[config.mk]
export PLATFORM = sky130hd
export DESIGN_NAME = pipeline_tx_queue_flat
export DESIGN_NICKNAME = d
export VERILOG_FILES = /design/src/rtl/pipeline_tx_queue_if.sv /design/src/rtl/pipeline_tx_queue.sv /design/src/flat_wrapper.sv
export SDC_FILE = /design/constraint.sdc
export NUM_CORES = 1
export LEC_CHECK = 0
export ABC_CLOCK_PERIOD_IN_PS = 3600
export CORE_ASPECT_RATIO = 0.75
export CORE_MARGIN = 2
export CORE_UTILIZATION = 55
export CTS_CLUSTER_DIAMETER = 150
export CTS_CLUSTER_SIZE = 12
export DETAILED_ROUTE_END_ITERATION = 8
export PLACE_DENSITY = 0.79
export REMOVE_ABC_BUFFERS = 1
export SLEW_MARGIN = 30
export SYNTH_ARGS = -nofsm -noshare
export SYNTH_HDL_FRONTEND = slang
export SYNTH_SLANG_ARGS = --single-unit
[constraint.sdc]
create_clock -name clk -period 3.6 [get_ports clk]
set_clock_uncertainty 0.15 [all_clocks]
set_input_delay 0.72 -clock clk [delete_from_list [all_inputs] [get_ports clk]]
set_output_delay 0.72 -clock clk [all_outputs]
set_load 0.02 [all_outputs]
[src/rtl/pipeline_tx_queue_if.sv]
// Link bundle for the four-lane transmit queue.
// Router-core group input, per-lane link outputs and status.
interface pipeline_tx_queue_if #(
    parameter int WIDTH = 10,
    parameter int DEPTH = 4
);
    localparam int CW = $clog2(DEPTH + 1);

    logic             in_valid;
    logic             in_ready;
    logic [3:0]       in_mask;
    logic [WIDTH-1:0] nin;
    logic [WIDTH-1:0] sin;
    logic [WIDTH-1:0] ein;
    logic [WIDTH-1:0] win;
    logic [WIDTH-1:0] nty;
    logic [WIDTH-1:0] sty;
    logic [WIDTH-1:0] ety;
    logic [WIDTH-1:0] wty;
    logic [3:0]       ty_valid;
    logic [3:0]       ty_ready;
    logic [4*CW-1:0]  lane_cnt;
    logic [3:0]       lane_stall;

    modport master (
        output in_valid, in_mask, nin, sin, ein, win, ty_ready,
        input  in_ready, nty, sty, ety, wty, ty_valid,
        input  lane_cnt, lane_stall
    );

    modport slave (
        input  in_valid, in_mask, nin, sin, ein, win, ty_ready,
        output in_ready, nty, sty, ety, wty, ty_valid,
        output lane_cnt, lane_stall
    );
endinterface

[src/rtl/pipeline_tx_queue.sv]
// Four-lane transmit queue: one FIFO per direction (N/S/E/W),
// group push from the router core, independent valid/ready drain.
module pipeline_tx_queue #(
    parameter int WIDTH     = 10,
    parameter int DEPTH     = 4,
    parameter int STALL_LIM = 16
) (
    input logic clk,
    input logic rst,
    pipeline_tx_queue_if.slave bus
);
    localparam int PW = $clog2(DEPTH);
    localparam int CW = $clog2(DEPTH + 1);
    localparam int SW = $clog2(STALL_LIM + 1);

    logic [WIDTH-1:0] din  [4];
    logic [WIDTH-1:0] dout [4];
    logic [3:0]       full;
    logic [3:0]       valid;
    logic [3:0]       push;
    logic [3:0]       pop;
    logic             accept;

    assign din[0] = bus.nin;
    assign din[1] = bus.sin;
    assign din[2] = bus.ein;
    assign din[3] = bus.win;

    // Ready only looks at registered counts, so a slot freed by a
    // pop is not reusable until the next cycle.
    assign bus.in_ready = ~|full;
    assign accept       = bus.in_valid & ~|full;

    assign bus.ty_valid = valid;
    assign bus.nty      = dout[0];
    assign bus.sty      = dout[1];
    assign bus.ety      = dout[2];
    assign bus.wty      = dout[3];

    for (genvar g = 0; g < 4; g++) begin : g_lane
        logic [WIDTH-1:0] mem [DEPTH];
        logic [PW-1:0]    wptr;
        logic [PW-1:0]    rptr;
        logic [CW-1:0]    cnt;
        logic [SW-1:0]    stall;

        assign full[g]  = (cnt == CW'(DEPTH));
        assign valid[g] = (cnt != '0);
        assign push[g]  = accept & bus.in_mask[g];
        assign pop[g]   = valid[g] & bus.ty_ready[g];
        assign dout[g]  = valid[g] ? mem[rptr] : '0;

        assign bus.lane_cnt[g*CW +: CW] = cnt;
        assign bus.lane_stall[g]        = (stall == SW'(STALL_LIM));

        // Pointers and occupancy; push+pop keeps the count steady.
        always_ff @(posedge clk or posedge rst) begin
            if (rst) begin
                wptr <= '0;
                rptr <= '0;
                cnt  <= '0;
            end else begin
                if (push[g]) wptr <= wptr + PW'(1);
                if (pop[g])  rptr <= rptr + PW'(1);
                if (push[g] && !pop[g])
                    cnt <= cnt + CW'(1);
                else if (pop[g] && !push[g])
                    cnt <= cnt - CW'(1);
            end
        end

        // Flit storage; contents are don't-care until counted.
        always_ff @(posedge clk) begin
            if (push[g]) mem[wptr] <= din[g];
        end

        // Back-pressure duration, saturating at the stall limit.
        always_ff @(posedge clk or posedge rst) begin
            if (rst)
                stall <= '0;
            else if (pop[g] || !valid[g])
                stall <= '0;
            else if (stall != SW'(STALL_LIM))
                stall <= stall + SW'(1);
        end
    end
endmodule
[src/flat_wrapper.sv]
// flat-port wrapper written by rule: the top's interface ports become plain ports
module pipeline_tx_queue_flat 
#(
    parameter int WIDTH     = 10,
    parameter int DEPTH     = 4,
    parameter int STALL_LIM = 16
)
  (clk, rst, bus_in_valid, bus_in_mask, bus_nin, bus_sin, bus_ein, bus_win, bus_ty_ready, bus_in_ready, bus_nty, bus_sty, bus_ety, bus_wty, bus_ty_valid, bus_lane_cnt, bus_lane_stall);
  pipeline_tx_queue_if #(.WIDTH(WIDTH), .DEPTH(DEPTH)) bus_i ();
  input logic clk;
  input logic rst;
  input wire logic [$bits(bus_i.in_valid)-1:0] bus_in_valid;
  input wire logic [$bits(bus_i.in_mask)-1:0] bus_in_mask;
  input wire logic [$bits(bus_i.nin)-1:0] bus_nin;
  input wire logic [$bits(bus_i.sin)-1:0] bus_sin;
  input wire logic [$bits(bus_i.ein)-1:0] bus_ein;
  input wire logic [$bits(bus_i.win)-1:0] bus_win;
  input wire logic [$bits(bus_i.ty_ready)-1:0] bus_ty_ready;
  output wire logic [$bits(bus_i.in_ready)-1:0] bus_in_ready;
  output wire logic [$bits(bus_i.nty)-1:0] bus_nty;
  output wire logic [$bits(bus_i.sty)-1:0] bus_sty;
  output wire logic [$bits(bus_i.ety)-1:0] bus_ety;
  output wire logic [$bits(bus_i.wty)-1:0] bus_wty;
  output wire logic [$bits(bus_i.ty_valid)-1:0] bus_ty_valid;
  output wire logic [$bits(bus_i.lane_cnt)-1:0] bus_lane_cnt;
  output wire logic [$bits(bus_i.lane_stall)-1:0] bus_lane_stall;
  assign bus_i.in_valid = bus_in_valid;
  assign bus_i.in_mask = bus_in_mask;
  assign bus_i.nin = bus_nin;
  assign bus_i.sin = bus_sin;
  assign bus_i.ein = bus_ein;
  assign bus_i.win = bus_win;
  assign bus_i.ty_ready = bus_ty_ready;
  assign bus_in_ready = bus_i.in_ready;
  assign bus_nty = bus_i.nty;
  assign bus_sty = bus_i.sty;
  assign bus_ety = bus_i.ety;
  assign bus_wty = bus_i.wty;
  assign bus_ty_valid = bus_i.ty_valid;
  assign bus_lane_cnt = bus_i.lane_cnt;
  assign bus_lane_stall = bus_i.lane_stall;
  pipeline_tx_queue #(.WIDTH(WIDTH), .DEPTH(DEPTH), .STALL_LIM(STALL_LIM)) u_core (.clk(clk), .rst(rst), .bus(bus_i));
endmodule
; Word-level counts from Yosys, hierarchy flattened
; Memories as Yosys holds them, arrays and structs flattened.
; Index checks and enable logic that the tools add are counted.
[classes]
magnitude_cmp = 0
n_bitwise = 9
multipliers = 0
eq_ne = 12
n_shift = 0
add_sub_neg = 20
div = 0
muxes = 28
n_reduce_logical = 38
[op_table]
columns = operator, count
row1 = two-way mux 10 bit, 4
row2 = two-way mux 5 bit, 8
row3 = two-way mux 3 bit, 8
row4 = adder 5 x 1 -> 5 bit (second input constant), 4
row5 = equality test 5 bit (second input constant), 4
row6 = != test 5 bit (second input constant), 4
row7 = adder 2 x 1 -> 2 bit (second input constant), 8
row8 = nonzero test 2 bit, 8
row9 = logical NOT 1 bit, 13
row10 = adder 3 x 1 -> 3 bit (second input constant), 4
row11 = equality test 3 bit (second input constant), 4
row12 = nonzero test 3 bit, 4
row13 = subtractor 3 x 1 -> 3 bit (second input constant), 4
row14 = AND 1 bit, 9
row15 = logical AND 1 bit, 8
row16 = two-way mux 1 bit, 8
row17 = logical OR 1 bit, 4
row18 = OR reduction 4 bit, 1
[word_totals]
inputBits = 51
mem_bits_rw = 160
mem_bits_ro = 0
register_bits = 48
output_inout_bits = 61
n_memories = 4
latchBits = 0
[mem_list]
columns = name, depth, width, read_ports, rd_ports_with_merged_regs, write_ports, line
row1 = u_core.g_lane[0].mem, 4, 10, 1, 0, 1, pipeline_tx_queue.sv:41  ; logic [WIDTH-1:0] mem [DEPTH];
row2 = u_core.g_lane[1].mem, 4, 10, 1, 0, 1, pipeline_tx_queue.sv:41
row3 = u_core.g_lane[2].mem, 4, 10, 1, 0, 1, pipeline_tx_queue.sv:41
row4 = u_core.g_lane[3].mem, 4, 10, 1, 0, 1, pipeline_tx_queue.sv:41

; Depth between registers and ports, before layout
[logic_depth]
word_depth = 9
ltp_mapped = 9

; Worst setup path before layout
; No wires, ideal clock.
[synth_timing]
path_type = register -> register
start = register u_core.g_lane[3].cnt[2]
end = register u_core.g_lane[2].cnt[2]
setup_ps = 80
arrival_time_ps = 2396
required_time_ps = 3370
path_stages_with_launch = 10
period_less_slack_ps = 2626
path_slack_ps = 974
n_path_buf = 0
path_cell_list = dfrtp_1 -> nor3b_1 -> a2111o_4 -> nor2_8 -> ha_1 -> inv_1 -> fa_1 -> xor2_1 -> nor2_1 -> xor2_1
[synth_via]
elab_chain_len = 8
[synth_rtl]
columns = item, line
row1 = start: declaration, pipeline_tx_queue.sv:44  ; logic [CW-1:0] cnt;
row2 = start signal: assignment, pipeline_tx_queue.sv:66  ; cnt <= cnt + CW'(1);
row3 = start signal: assignment, pipeline_tx_queue.sv:68  ; cnt <= cnt - CW'(1);
row4 = equality test 3 bit (*), pipeline_tx_queue.sv:47  ; assign full[g] = (cnt == CW'(DEPTH));
row5 = OR reduction 4 bit (*), pipeline_tx_queue.sv:32  ; assign accept = bus.in_valid & ~|full;
row6 = logical NOT 1 bit (*), pipeline_tx_queue.sv:32
row7 = AND 1 bit (*), pipeline_tx_queue.sv:32
row8 = AND 1 bit (*), pipeline_tx_queue.sv:49  ; assign push[g] = accept & bus.in_mask[g];
row9 = via u_core.push[2], pipeline_tx_queue.sv:20  ; logic [3:0] push;
row10 = logical NOT 1 bit, pipeline_tx_queue.sv:67  ; else if (pop[g] && !push[g])
row11 = logical AND 1 bit, pipeline_tx_queue.sv:67
row12 = nonzero test 2 bit (no line), --
row13 = end signal: assignment, pipeline_tx_queue.sv:66
row14 = end signal: assignment, pipeline_tx_queue.sv:68
row15 = end: declaration, pipeline_tx_queue.sv:44
; The timed path passes the listed nets; every way through them passes the cells marked *.
; A chain may end at the register's enable or synchronous reset.

; Worst setup path after layout
[layout_timing]
start = register u_core.g_lane[0].rptr[0]
end = output bus_nty[4]
[layout_via]
elab_chain_len = 2
[layout_rtl]
columns = item, line
row1 = start: declaration, pipeline_tx_queue.sv:43  ; logic [PW-1:0] rptr;
row2 = start signal: assignment, pipeline_tx_queue.sv:64  ; if (pop[g]) rptr <= rptr + PW'(1);
row3 = memory (4 x 10 bit), --
row4 = two-way mux 10 bit, pipeline_tx_queue.sv:51  ; assign dout[g] = valid[g] ? mem[rptr] : '0;
row5 = end: declaration, flat_wrapper.sv:20  ; output wire logic [$bits(bus_i.nty)-1:0] bus_nty;
; Every way passes these cells.

==> metrics <==
PD cells 818 nW/µm²; register area share after synthesis 0.688; Async SR Flop Fraction 0.231; part of the cycle the worst path needs 0.944; switching share of total power 0.323; max-slew violations 0; Switch Pwr 2820 µW; unrepaired setup endpoints after global routing no; clk_lat worst skew 0.48 ns; # placed instances 800; internal power 5900 µW; Hold Path End u_core.g_lane[3].cnt[2]; HP Class register to register; max-cap viol count 0; GRT Util Overall 0.187; vias in the first global route 4787; GP Congestion 0.763; DR vias/cell 5.35; core area 15400 µm²; VDD IR max 0.518 mV; Setup Buffers After CTS 0; wire length per cell 18.0 µm; EDFF count, synth 160; syn_area_per_cell 17.7 µm²; final number of setup-violating endpoints 0; DIE HEIGHT 113 µm; fin crit period 3.40 ns; Iteration-0 DRC Markers 278; fraction of final layout cells with drive strength greater than 1 0.131; FP Rows 39; Slew HR 0.593; CP Capture Type output pin; first-pass GRT wire length 24.6 mm; min-delay src u_core.g_lane[3].cnt[2]; Overflow after GRT 0; Flop pwr share 0.389; setup TNS 0 ns; post-detail-place hpwl 10.4 mm; total CTS buffers 21; Initial Util 0.568; H-tree lvl count 1; die area 16900 µm²; clock slew at the register clock pins of the worst setup and hold paths 0.06 ns; DRC Markers 0; Layout area overhead 22.2%; dpl ws 0.629 ns; area of the mapped netlist 8720 µm²; CP arrival 2.53 ns; NumNets Final 701; largest net degree at the start of global routing 49; start point of the critical path u_core.g_lane[0].rptr[0]; total number of vias 4475; Tightest Pin Transition 0.606 ns; DIE WIDTH 149 µm; CTS Root Cell clkbuf_16; post-route setup slack 0.202 ns; initial antenna violation count 0; Gate Count Post-Synth 492; number of detailed-route iterations in the first pass 4; worst-path maximum fanout 7; critical path launch point type register; IO Port Bufs 111; final number of hold-violating endpoints 0; f_max 294 MHz; synth warn 0; critical path cell sequence buf_4 > mux4_2 > and2_1 > clkdlybuf4s50_1; Clock power frac 0.220; # IOs 112; Resize count post-CTS 0; Sink Count 208; WL final 15.1 mm; CP required 2.73 ns; Post-CTS Hold Buffers 0; post-route ant nets 0; hold_ws 0.354 ns; CTS tree built; FF-to-FF path depth 9; ANT cells 0; final std cells w/o fill 837; r2r startpoint u_core.g_lane[1].cnt[2]; CTS max path bufs 3; Seq cells post-synth 208; Leak 0.00383 µW; R2R Setup Slk 0.91 ns; CP max stage cell dfrtp_1; status finished, final reports clean; worst hold stages 1; Synth Flop Type edfxtp_1; # fillers 1005; Reg2Reg Capture Point u_core.g_lane[0].cnt[2]; crit path kind register to output pin; combinational share of power 0.391; synth unique cells 27; critical path's largest stage delay 0.56 ns
-- cells by family after synthesis --
family                     share of synthesized area
buffers and inverters                         0.0156
xor gates and xnor gates                      0.0392
muxes                                          0.120
DFF                                            0.688
adders and majority gates                     0.0493
and+or+nand+nor                               0.0845
AOI/OAI and AO/OA                            0.00301
-- cells in the final DEF (no fill, tap or decap), types with 4 or more instances in the layout --
| cell | count |
|---|---|
| nand2b_1 | 4 |
| and2_1 | 55 |
| mux2_4 | 4 |
| clkbuf_16 | 21 |
| nand3_1 | 12 |
| buf_4 | 4 |
| clkbuf_1 | 15 |
| ha_1 | 28 |
| nand2_1 | 11 |
| xnor2_1 | 23 |
| nor2_1 | 22 |
| nor3_1 | 7 |
| clkdlybuf4s50_1 | 111 |
| mux4_2 | 40 |
| inv_1 | 22 |
| mux2_2 | 4 |
| mux2i_1 | 4 |
| nor2_8 | 4 |
| xor2_1 | 16 |
| edfxtp_1 | 160 |
| dfrtp_1 | 48 |
| fa_1 | 4 |
-- worst max-delay path by stage --
stage / to / slack (ns) / cells past startpoint
after floorplan: u_core.g_lane[2].cnt[2] / 0.97 / 9
after global placement: u_core.g_lane[0].cnt[2] / 0.69 / 9
after detailed placement: u_core.g_lane[0].cnt[2] / 0.63 / 9
after CTS: bus_wty[5] / 0.17 / 4
after global routing: bus_nty[4] / 0.10 / 4
final: bus_nty[4] / 0.20 / 4
-- layer usage --
metal	global-route usage	vias to the layer above	wire length [µm]
met1	0.256	2277	6630
met2	0.314	114	7520
met4	0.0438	0	240
met5	0	-	0
li1	-	2063	-
met3	0.0371	21	714
-- sequential cells by signal, summed over array words and instances, names as in the netlist --
register / count
u_core.g_lane.cnt: 12
u_core.g_lane.stall: 20
u_core.g_lane.wptr: 8
u_core.g_lane.rptr: 8
u_core.g_lane.mem: 160
-- stage by stage --
stage	total power (µW)	cell area (µm²)	util
finish	8720	10700	0.694
global route	9210	10700	0.694
CTS	8840	10700	0.694
detailed placement	6910	10100	0.655
global placement	6800	10100	0.655
floorplan	5510	8670	-
-- area by class of cell --
cell class | instances | area [µm²] | area share
sequential | 208 | 6010 | 0.563
multi-input combinational | 249 | 2580 | 0.242
timing repair buffer | 115 | 1140 | 0.107
clock buffer | 36 | 582 | 0.0546
tap | 205 | 256 | 0.0241
inverter | 23 | 88.8 | 0.00833
clock inverter | 1 | 8.76 | 0.000821
-- cells in the mapped netlist (7+ instances only) --
| cell | instances | area (µm²) |
|---|---|---|
| and2_1 | 55 | 344 |
| clkbuf_1 | 8 | 30.0 |
| dfrtp_1 | 48 | 1200 |
| edfxtp_1 | 160 | 4800 |
| ha_1 | 28 | 350 |
| inv_1 | 23 | 86.3 |
| mux4_2 | 40 | 901 |
| nand2_1 | 11 | 41.3 |
| nand3_1 | 12 | 60.1 |
| nor2_1 | 22 | 82.6 |
| nor3_1 | 7 | 35.0 |
| xnor2_1 | 23 | 201 |
| xor2_1 | 16 | 140 |
-- worst max-delay path, delay by kind of cell, from the launching register on --
kind | cells | cell delay [ns]
multiplexers | 1 | 0.53
AND/OR/NAND/NOR | 1 | 0.17
buffers and inverters | 2 | 0.79
flip-flops | 1 | 0.56
-- power by group through the flow --
stage,clock network (µW),logic [µW],registers [µW]
after floorplan,0,2010,3500
after global placement,0,3380,3420
after detailed placement,0,3460,3450
after CTS,1960,3480,3400
after global routing,2050,3700,3450
final,1920,3410,3390
Power figures use the tool's default switching activity.
